`config.mk`:
```
export PLATFORM = sky130hd
export DESIGN_NAME = round_robin_arbiter
export DESIGN_NICKNAME = d
export VERILOG_FILES = /design/src/rtl/round_robin_arbiter.sv
export SDC_FILE = /design/constraint.sdc
export NUM_CORES = 1
export LEC_CHECK = 0
export BUFFER_PORTS_ARGS = -buffer_cell sky130_fd_sc_hd__buf_2
export CORE_MARGIN = 2
export CORE_UTILIZATION = 25
export DETAILED_ROUTE_END_ITERATION = 10
export GPL_TIMING_DRIVEN = 0
export SYNTH_ARGS = -nofsm -noshare
export SYNTH_HDL_FRONTEND = slang
export SYNTH_SLANG_ARGS = --single-unit
```
`constraint.sdc`:
```
create_clock -name clk -period 2.6 [get_ports clk]
set_input_delay 0.52 -clock clk [delete_from_list [all_inputs] [get_ports clk]]
set_output_delay 0.52 -clock clk [all_outputs]
set_load 0.01 [all_outputs]
```
`src/rtl/round_robin_arbiter.sv`:
```
// Four-requester round-robin arbiter with registered grant outputs and one idle cycle between grants.
// Define ARB_TIMEOUT_EN to force release after MAX_HOLD grant cycles and pulse timeout.
module round_robin_arbiter #(
    parameter int MAX_HOLD = 8
) (
    input  logic       clk,
    input  logic       rst,
    input  logic [3:0] req,
    input  logic       done,
    output logic [3:0] gnt,
    output logic [1:0] gnt_id,
    output logic       gnt_valid,
    output logic       timeout
);

    localparam logic [0:0] IDLE  = 1'b0;
    localparam logic [0:0] GRANT = 1'b1;

    logic [0:0] state_q, state_d;
    logic [1:0] ptr_q, ptr_d;
    logic [3:0] gnt_q, gnt_d;
    logic [1:0] gnt_id_q, gnt_id_d;
    logic       gnt_valid_q, gnt_valid_d;

    logic       found;
    logic [1:0] pick;
    logic [1:0] cand;

    // First requester at or after ptr, wrapping modulo 4.
    always_comb begin
        found = 1'b0;
        pick  = '0;
        cand  = '0;
        for (int unsigned i = 0; i < 4; i++) begin
            cand = ptr_q + 2'(i);
            if (!found && req[cand]) begin
                found = 1'b1;
                pick  = cand;
            end
        end
    end

`ifdef ARB_TIMEOUT_EN
    logic [7:0] hold_q, hold_d;
    logic       timeout_q, timeout_d;
    logic       hold_limit;

    assign hold_limit = (hold_q == 8'(MAX_HOLD - 1));
`endif

    always_comb begin
        state_d     = state_q;
        ptr_d       = ptr_q;
        gnt_d       = gnt_q;
        gnt_id_d    = gnt_id_q;
        gnt_valid_d = gnt_valid_q;
`ifdef ARB_TIMEOUT_EN
        hold_d      = hold_q;
        timeout_d   = 1'b0;
`endif
        case (state_q)
            IDLE: begin
                gnt_d       = '0;
                gnt_valid_d = 1'b0;
                if (found) begin
                    state_d     = GRANT;
                    gnt_id_d    = pick;
                    gnt_d       = 4'b0001 << pick;
                    gnt_valid_d = 1'b1;
`ifdef ARB_TIMEOUT_EN
                    hold_d      = '0;
`endif
                end
            end
            default: begin
                if (done || !req[gnt_id_q]) begin
                    state_d     = IDLE;
                    gnt_d       = '0;
                    gnt_valid_d = 1'b0;
                    ptr_d       = gnt_id_q + 2'd1;
`ifdef ARB_TIMEOUT_EN
                end else if (hold_limit) begin
                    // Forced release only when the owner did not release on its own this cycle.
                    state_d     = IDLE;
                    gnt_d       = '0;
                    gnt_valid_d = 1'b0;
                    ptr_d       = gnt_id_q + 2'd1;
                    timeout_d   = 1'b1;
                end else begin
                    hold_d      = hold_q + 8'd1;
`endif
                end
            end
        endcase
    end

    always_ff @(posedge clk or posedge rst) begin
        if (rst) begin
            state_q     <= IDLE;
            ptr_q       <= '0;
            gnt_q       <= '0;
            gnt_id_q    <= '0;
            gnt_valid_q <= 1'b0;
        end else begin
            state_q     <= state_d;
            ptr_q       <= ptr_d;
            gnt_q       <= gnt_d;
            gnt_id_q    <= gnt_id_d;
            gnt_valid_q <= gnt_valid_d;
        end
    end

`ifdef ARB_TIMEOUT_EN
    always_ff @(posedge clk or posedge rst) begin
        if (rst) begin
            hold_q    <= '0;
            timeout_q <= 1'b0;
        end else begin
            hold_q    <= hold_d;
            timeout_q <= timeout_d;
        end
    end

    assign timeout = timeout_q;
`else
    logic unused_max_hold;
    assign unused_max_hold = ^8'(MAX_HOLD);
    assign timeout         = 1'b0;
`endif

    assign gnt       = gnt_q;
    assign gnt_id    = gnt_id_q;
    assign gnt_valid = gnt_valid_q;

endmodule

```
# == After elaboration in Yosys (flattened, before gate mapping) ==
# Cells that the tools add are included.
# totals
ff_bits,10
input_bits,7
out_inout_bits,8
wordCells,53
# classes
n_addsub,4
n_lt_le_gt_ge,5
eq_ne,1
shift,1
mux,26
bitwise,1
n_reduce_logical,10
# op_table
op,n
$lt 2x3->1 const B,5
$mux 1,14
$mux 4,3
$bmux 1 s2,5
$mux 2,4
$add 2x1->2 const B,2
$add 2x2->2 const B,2
$logic_not 1->1,4
$reduce_and 2->1,2
$shl 1x2->4 const A,1
$logic_and 1x1->1,3
$ne 2x1->1 const B,1
$logic_or 1x1->1,1
$not 1->1,1

# == Logic depth before layout (Yosys ltp) ==
# Gate-level depths: netlist of the first run.
# logic_depth
word_depth,15
ltp_mapped,4

# == Least setup slack after synthesis of the first run ==
# No wires, ideal clock.
# synth_timing
path_type,flip-flop to flip-flop
from,"reg gnt_id_q[0], in the netlist gnt_id[0]"
to,reg ptr_q[1]
arrival_time_ns,1.516
slack_ns,0.958
path_stages_with_launch,5
period_less_slack_ns,1.642
cell_sequence,dfrtp_1 > mux4_2 > nor2b_4 > nand2b_4 > mux2_4
# synth_between
elab_chain_cells,5
word_cells_on_any_way,6
cone_classes,add/sub (1); mux (2); reduce/logical (3)
# synth_rtl
element,line_no,text
from (decl),22,"logic [1:0] gnt_id_q, gnt_id_d;"
from (signal assigned),108,gnt_id_q <= gnt_id_d;
$bmux 1 s2,76,if (done || !req[gnt_id_q]) begin
$mux 1 (implied by the code),76,
$logic_not 1->1,76,
$logic_or 1x1->1,76,
$reduce_and 2->1 (no line),n/a,
to (signal assigned),106,ptr_q <= ptr_d;
to (decl),20,"logic [1:0] ptr_q, ptr_d;"
# Parallel ways exist; a longest one is shown, timed or not. The select of a mux whose other input is x is not followed.
# A chain may end at the register's enable or synchronous reset.

# == Final worst setup path of the first run ==
# Ends and elaborated chain as after synthesis.

==> reports/summary.txt, run 1 <==
POWER
---------------------------------------------------------------------------------
Areal power density over the cells ................................. 1180 nW/um^2
VDD IR-drop max ....................................................   0.000444 V
Leakage ............................................................     0.329 nW

DETAILED ROUTING
---------------------------------------------------------------------------------
Average vias per placed instance ...................................         4.71
Final routed DRC violation total ...................................            0
First-iteration detailed-routing DRC count .........................            4
Final routed wirelength across all metal layers ....................      1.11 mm
Count of TritonRoute iterations in the first routing pass ..........            3
Vias ...............................................................          419
Average routed wire per standard cell ..............................      12.4 um
Remaining antenna violation count after routing ....................            0

TIMING
---------------------------------------------------------------------------------
Shortest period the worst path allows ..............................      1.65 ns
Count of final max-slew check failures .............................            0
Max Clock Freq .....................................................      604 MHz
Worst slew margin relative to its limit ............................        53.0%
Final setup violation count ........................................            0
Post-route fraction of the period consumed by the critical path ....        63.7%
Fin worst setup slack ..............................................     0.945 ns
Clock skew .........................................................   0.00741 ns
RSZ-0062 raised after global routing ...............................           no
Worst-margin pin slew ..............................................     0.702 ns
Number of hold-slack violations in the final timing report .........            0
Sum Neg Setup Slack ................................................         0 ns

CLOCK TREE
---------------------------------------------------------------------------------
Post-cts sizing count ..............................................            0
Cts bufs inserted ..................................................            3
Clock transition at the registers of the reported paths ............      0.07 ns
Source-to-sink clock delay at the later pin of the worst-skew pair .      0.27 ns
Clock tree from TritonCTS ..........................................          yes
Buffers inserted by post-CTS timing repair .........................            0
Hold buffers post-CTS ..............................................            0
Clock sinks ........................................................           10
Root buffer selected by CTS ........................................ sky130_fd_sc_hd__clkbuf_4
Maximum buffer depth of the clock tree .............................            2
H-tree depth .......................................................            1

SYNTHESIS
---------------------------------------------------------------------------------
Post-Synth Adder-Cell Area .........................................           0%
Sequential share of the synthesized area ...........................        47.2%
Flip-flop and latch count after synthesis ..........................           10
Synth warnings .....................................................            0
Share of cell area taken by muxes after synthesis ..................        13.2%
Cell variety after synth ...........................................           26
Fraction of the mapped netlist area in compound gates ..............        20.3%
Combinational family with the most area after synthesis ............ compound AO/OA/AOI/OAI gates
Synth Instances ....................................................           45
Net count of the mapped netlist ....................................           52
Simple-Gate Fraction of Synth Area .................................        12.7%
Post-synthesis cell area ...........................................    531 sq um
Syn Area/Cell ......................................................   11.8 sq um
Post-synthesis xor/xnor area fraction ..............................        1.65%

WORST SETUP PATH
---------------------------------------------------------------------------------
Internal reg-to-reg setup slack ....................................      0.95 ns
Reg2Reg Launch Point ............................................... gnt_id[0]$_DFFE_PP0P_
Length in cells of the worst reg-to-reg path .......................            4
Highest-delay cell along the critical path ......................... sky130_fd_sc_hd__mux4_2
Combined buffer and inverter count along the critical path .........            0
Req. time, crit path ...............................................      2.76 ns
Nature of the critical path startpoint .............................     register
Setup crit end kind ................................................     register
R2R Path End ....................................................... ptr_q[1]$_DFFE_PP0P_
Delay of the slowest cell on the worst path ........................      0.53 ns
Worst-path fanout max ..............................................            5
Cell breakdown of the critical path ................................ mux4_2 -> nor2b_4 -> nand2b_4 -> mux2_4
Arrival time at the worst endpoint .................................      1.81 ns
Critical path type ................................................. register to register
Largest delay contributor family on the critical path .............. multiplexers

GLOBAL ROUTING
---------------------------------------------------------------------------------
Maximum number of pins on one net before global-route repair .......           11
GR Overflow Total ..................................................            0
Via count of the first global-routing pass .........................          438
All-Layer GR Usage .................................................        10.7%
First-pass GRT wire length .........................................      1.97 mm
Number of antenna violations at the first check in global routing ..            0

FINAL LAYOUT
---------------------------------------------------------------------------------
Commonest cells after routing, fill and taps aside ................. sky130_fd_sc_hd__buf_2 (13), sky130_fd_sc_hd__dfrtp_1 (10), sky130_fd_sc_hd__inv_1 (4)
Proportion of layout cells with a drive suffix above 1 .............        40.3%
Most common library cell in the layout ignoring fill and taps ...... sky130_fd_sc_hd__buf_2
Number of diodes ...................................................            0
Final Util .........................................................        33.6%
Final-layout fill cell count .......................................          207
Number of nets in the layout .......................................           70
Synthesis-to-layout area growth ....................................        25.5%

DIE
---------------------------------------------------------------------------------
Die Span X .........................................................      50.1 um
Number of I/O pins .................................................           15
Total Die Area .....................................................   2510 sq um
Height of the chip .................................................      50.1 um
Floorplan core area ................................................   1980 sq um
Initial core utilization ...........................................        26.8%
Standard-cell rows .................................................           16

STATUS
---------------------------------------------------------------------------------
Result of the run ..................................................    completed

PLACED DESIGN
---------------------------------------------------------------------------------
Post-detail-place hpwl .............................................       821 um
Setup WS pre-CTS ...................................................     0.766 ns
Routability Congestion .............................................        0.849
Port Buffer Count ..................................................           13

HOLD PATH
---------------------------------------------------------------------------------
Hold Path Class .................................................... input port to async pin

FLOW RUN
---------------------------------------------------------------------------------
Reported max-cap violation count ...................................            0

-- worst max-delay path by stage --
stage | startpoint | end | slack [ns] | cells after the start
6_report | gnt_id[0]$_DFFE_PP0P_ | ptr_q[1]$_DFFE_PP0P_ | 0.95 | 4
5_1_grt | gnt_id[0]$_DFFE_PP0P_ | ptr_q[1]$_DFFE_PP0P_ | 0.86 | 4
4_1_cts | gnt_id[0]$_DFFE_PP0P_ | ptr_q[1]$_DFFE_PP0P_ | 0.93 | 4
3_5_place_dp | req[3] | ptr_q[1]$_DFFE_PP0P_ | 0.77 | 5
3_3_place_gp | req[3] | ptr_q[1]$_DFFE_PP0P_ | 0.77 | 5
2_1_floorplan | req[3] | ptr_q[1]$_DFFE_PP0P_ | 0.96 | 4
-- layer usage --
layer	up-vias	global-route usage, %	share of wire (%)
met2	14	14.3	39
met4	0	6.94	2.8
met3	4	2.42	5.3
met5	-	0	0
met1	202	15.3	53
li1	199	-	-
-- flip-flops by register name (all words and copies together) (netlist names) --
| signal | cells |
|---|---|
| state_q | 1 |
| gnt | 4 |
| gnt_id | 2 |
| ptr_q | 2 |
| gnt_valid | 1 |
-- synth_stat cells --
library cell	count	area share (%)
sky130_fd_sc_hd__a21o_1	1	1.4
sky130_fd_sc_hd__o32ai_1	1	1.7
sky130_fd_sc_hd__a31oi_1	1	1.2
sky130_fd_sc_hd__o22ai_1	1	1.2
sky130_fd_sc_hd__a21oi_1	3	2.8
sky130_fd_sc_hd__a32o_1	3	5.7
sky130_fd_sc_hd__nor2_1	2	1.4
sky130_fd_sc_hd__mux2_2	2	4.2
sky130_fd_sc_hd__xor2_1	1	1.7
sky130_fd_sc_hd__conb_1	1	0.71
sky130_fd_sc_hd__or2_1	1	1.2
sky130_fd_sc_hd__inv_1	4	2.8
sky130_fd_sc_hd__o31ai_1	1	1.4
sky130_fd_sc_hd__a211o_1	1	1.7
sky130_fd_sc_hd__dfrtp_1	10	47
sky130_fd_sc_hd__nor2b_4	1	2.6
sky130_fd_sc_hd__nand2b_4	1	2.6
sky130_fd_sc_hd__mux4_2	1	4.2
sky130_fd_sc_hd__nand3_1	1	0.94
sky130_fd_sc_hd__mux2_4	1	2.8
sky130_fd_sc_hd__a211oi_1	1	1.4
sky130_fd_sc_hd__o32a_1	1	1.9
sky130_fd_sc_hd__nand2b_1	2	2.4
sky130_fd_sc_hd__mux2i_1	1	1.9
sky130_fd_sc_hd__and2_4	1	1.7
sky130_fd_sc_hd__buf_4	1	1.4
-- worst register-to-register path, delay by kind of cell (launching register included) --
| family | cells | cell delay (ns) |
|---|---|---|
| multiplexers | 2 | 0.82 |
| AND/OR/NAND/NOR | 2 | 0.29 |
| flip-flops | 1 | 0.43 |
-- cell families (layout without fill, tap and decap cells) --
| family | Yosys count | after routing |
|---|---|---|
| AO/OA/AOI/OAI | 14 | 14 |
| other | 1 | 1 |
| XOR/XNOR | 1 | 1 |
| multiplexers | 5 | 5 |
| buffers and inverters | 5 | 22 |
| AND/OR/NAND/NOR | 9 | 9 |
| flip-flops | 10 | 10 |
-- through the flow --
step	instances	power (W)	cell area (sq um)	hold WS, ns
finish	89	0.000784	666	0.213
global route	89	0.000851	666	0.254
CTS	89	0.000791	666	0.224
detailed placement	85	0.000648	629	0.460
global placement	85	0.000643	629	0.459
floorplan	45	0.000543	531	0.360
-- layout make-up --
type / instances / area [sq um] / share of cell area (%)
buffer: 1 / 7.51 / 1.13
clock buffer: 4 / 36.3 / 5.45
inverter: 4 / 15.0 / 2.26
multi-input combinational: 30 / 258 / 38.7
sequential: 10 / 250 / 37.6
tap: 27 / 33.8 / 5.08
timing repair buffer: 13 / 65.1 / 9.77
-- where the power goes --
| group | switching (W) | leakage (nW) | internal (W) |
|---|---|---|---|
| combinational | 0.000153 | 0.184 | 0.000187 |
| clock | 0.0000546 | 0.0210 | 0.0000850 |
| sequential | 0.0000748 | 0.124 | 0.000229 |
| total | 0.000283 | 0.329 | 0.000502 |
Power figures use the tool's default switching activity.
==> run 2, diff against run 1 <==
Clock period 2.6 ns to 1.5 ns, I/O delays scaled along.
==> run 2 against run 1 <==
Power grew 73%. First-iteration DRC count increased by 75%. The flow now finishes with violations (setup timing). Register-to-register slack lost 1.0 ns. Design area rose by 3.6%. Critical path depth did not move. Combinational power up 91%. Clock power increased by 35%. Sequential cell count is the same. Sequential share of layout area down 1.1 points. Final cell count rose by 4.5%. Die area unchanged. Largest cell class unchanged. Global-route usage fell by 0.063 points.
==> reports/summary.txt, run 2 (synthesized netlist as in run 1, its figures left out) <==
STATUS
---------------------------------------------------------------------------------
Result of the run .................................................. complete, but fails checks
Violated checks .................................................... setup timing

FINAL LAYOUT
---------------------------------------------------------------------------------
Number of diodes ...................................................            0   unchanged
Combined area of the multi-input logic cells .......................    258 sq um   unchanged
Number of flip-flops under the largest register name ...............            4   unchanged
Number of nets in the layout .......................................           74   +5.7%
Post-route standard cell area excluding fillers ....................    689 sq um   +3.6%
Commonest cells after routing, fill and taps aside ................. sky130_fd_sc_hd__buf_2 (13), sky130_fd_sc_hd__dfrtp_1 (9), sky130_fd_sc_hd__inv_1 (4), sky130_fd_sc_hd__buf_4 (4)
Proportion of layout cells with a drive suffix above 1 .............        42.4%   +2.1 points
Most common library cell in the layout ignoring fill and taps ...... sky130_fd_sc_hd__buf_2
Final-layout fill cell count .......................................          207   unchanged
Synthesis-to-layout area growth ....................................        30.0%
Area occupied by registers .........................................    251 sq um   +0.50%

CLOCK TREE
---------------------------------------------------------------------------------
Clock transition at the registers of the reported paths ............      0.07 ns   about the same
Clock sinks ........................................................           10   unchanged
Source-to-sink clock delay at the later pin of the worst-skew pair .      0.26 ns   about the same
Clock tree from TritonCTS ..........................................          yes
Maximum buffer depth of the clock tree .............................            2   unchanged
Post-cts sizing count ..............................................            0   unchanged
Cts bufs inserted ..................................................            3   unchanged
H-tree depth .......................................................            1   unchanged
Root buffer selected by CTS ........................................ sky130_fd_sc_hd__clkbuf_4

GLOBAL ROUTING
---------------------------------------------------------------------------------
Number of antenna violations at the first check in global routing ..            0   unchanged
First-pass GRT wire length .........................................      1.99 mm   +0.71%
Via count of the first global-routing pass .........................          450   +2.7%
All-Layer GR Usage .................................................        10.7%   -0.063 points
Maximum number of pins on one net before global-route repair .......           11   unchanged
GR Overflow Total ..................................................            0   unchanged

HOLD PATH
---------------------------------------------------------------------------------
Hold Path Class .................................................... register to register

WORST SETUP PATH
---------------------------------------------------------------------------------
Req. time, crit path ...............................................      1.65 ns   -1.11 ns
Arrival time at the worst endpoint .................................      1.71 ns   -0.10 ns
Critical Path Start ................................................ gnt_id[0]$_DFFE_PP0P_
Delay of the slowest cell on the worst path ........................      0.50 ns   -0.03 ns
Reg2Reg Launch Point ............................................... gnt_id[0]$_DFFE_PP0P_
Setup crit end kind ................................................     register
Length in cells of the worst reg-to-reg path .......................            4   unchanged
Internal reg-to-reg setup slack ....................................     -0.06 ns   -1.01 ns
Highest-delay cell along the critical path ......................... sky130_fd_sc_hd__mux4_2
Critical path type ................................................. register to register
Worst-path fanout max ..............................................            3   -2
R2R Path End ....................................................... ptr_q[1]$_DFFE_PP0P_
Nature of the critical path startpoint .............................     register
Worst Setup EP ..................................................... ptr_q[1]$_DFFE_PP0P_
Cell breakdown of the critical path ................................ mux4_2 -> nor2b_4 -> nand2b_4 -> mux2_4

TIMING
---------------------------------------------------------------------------------
Worst slew margin relative to its limit ............................        57.3%   +4.3 points
Max Clock Freq .....................................................      639 MHz   +5.8%
Clock skew .........................................................   0.00809 ns   +0.000676 ns
Worst-margin pin slew ..............................................     0.638 ns   -0.0638 ns
Fin worst setup slack ..............................................   -0.0644 ns   -1.01 ns
Final setup violation count ........................................            5   +5
Shortest period the worst path allows ..............................      1.56 ns   -0.0905 ns
Number of hold-slack violations in the final timing report .........            0   unchanged
Count of final max-slew check failures .............................            0   unchanged
Worst Hold Margin ..................................................     0.477 ns   +0.264 ns
RSZ-0062 raised after global routing ...............................          yes
Post-route fraction of the period consumed by the critical path ....         104%   +41 points
Sum Neg Setup Slack ................................................   -0.0942 ns   -0.0942 ns

DIE
---------------------------------------------------------------------------------
Total Die Area .....................................................   2510 sq um   unchanged
Die Span X .........................................................      50.1 um   unchanged
Standard-cell rows .................................................           16   unchanged
Initial core utilization ...........................................        26.8%   unchanged
Height of the chip .................................................      50.1 um   unchanged
Number of I/O pins .................................................           15   unchanged
Floorplan core area ................................................   1980 sq um   unchanged

POWER
---------------------------------------------------------------------------------
Final total power ..................................................    0.00136 W   +73%
VDD IR-drop max ....................................................   0.000924 V   +110%
Areal power density over the cells ................................. 1970 nW/um^2   +67%
Leakage ............................................................     0.341 nW   +3.6%

DETAILED ROUTING
---------------------------------------------------------------------------------
Vias ...............................................................          441   +5.3%
Remaining antenna violation count after routing ....................            0   unchanged
Average vias per placed instance ...................................         4.74   +0.72%
Final routed DRC violation total ...................................            0   unchanged
Count of TritonRoute iterations in the first routing pass ..........            3   unchanged
First-iteration detailed-routing DRC count .........................            7   +3
Final routed wirelength across all metal layers ....................      1.13 mm   +1.8%
Average routed wire per standard cell ..............................      12.1 um   -2.6%

FLOW RUN
---------------------------------------------------------------------------------
Reported max-cap violation count ...................................            0   unchanged

PLACED DESIGN
---------------------------------------------------------------------------------
Placed inst area ...................................................    631 sq um   +0.20%
Post-detail-place hpwl .............................................       860 um   +4.7%
Setup WS pre-CTS ...................................................    -0.131 ns   -0.898 ns
Routability Congestion .............................................        0.699   -18%
Port Buffer Count ..................................................           13   unchanged

==> run 2: cell types whose count changed in the layout (fill, tap and decap cells not counted) <==
cell                            change
sky130_fd_sc_hd__clkbuf_1           +1
sky130_fd_sc_hd__dfrtp_1            -1
sky130_fd_sc_hd__clkbuf_8           -1
sky130_fd_sc_hd__buf_4              +3
sky130_fd_sc_hd__dfrtp_2            +1
sky130_fd_sc_hd__dlygate4sd3_1      +1
==> run 2: layer usage <==
metal	vias up	GRT usage [%]	part of all wire, %
met3	2	0.909	3.3
met2	7	16.0	50
met5	-	0	0
met4	0	8.33	1.1
li1	208	-	-
met1	224	13.9	46
==> run 2: worst min path at each step <==
stage,start,end,slack (ns),cells after the start
finish,gnt_valid$_DFFE_PP0P_,gnt_valid$_DFFE_PP0P_,0.48,1
global route,done,gnt[1]$_DFFE_PP0P_,0.49,5
CTS,done,gnt[1]$_DFFE_PP0P_,0.36,4
detailed placement,rst,gnt_id[1]$_DFFE_PP0P_,0.29,2
global placement,rst,ptr_q[0]$_DFFE_PP0P_,0.29,2
floorplan,rst,gnt[0]$_DFFE_PP0P_,0.14,1
==> run 2: critical path, delay by kind of cell, from the launching register on <==
family	cells	cell delay, ns
muxes	2	0.79
DFF	1	0.38
and+or+nand+nor	2	0.29
==> run 2: area by class of cell <==
type | instances | area share [%]
Clock buffer | 4 | 3.81
Tap cell | 27 | 4.90
Inverter | 4 | 2.18
Timing Repair Buffer | 17 | 14.2
Buffer | 1 | 1.09
Sequential cell | 10 | 36.5
Multi-Input combinational cell | 30 | 37.4
==> run 2: stage by stage <==
stage | utilization (%) | instances
3_5_place_dp | 31.8 | 85
4_1_cts | 34.4 | 92
2_1_floorplan | - | 45
5_1_grt | 34.8 | 93
6_report | 34.8 | 93
3_3_place_gp | 31.8 | 85
==> run 2: power breakdown <==
part,switching (W),internal (W),leakage [nW]
clock network,0.0000870,0.000102,0.0150
registers,0.000119,0.000400,0.123
logic,0.000280,0.000370,0.203
==> run 2: timing repair <==
action / CTS / global route
setup endpoints to repair: 6 / 9
hold buffers: 1 / 0
buffers inserted: 2 / 1
pin swaps: 0 / 1
endpoints found under the hold margin: 5 / 0
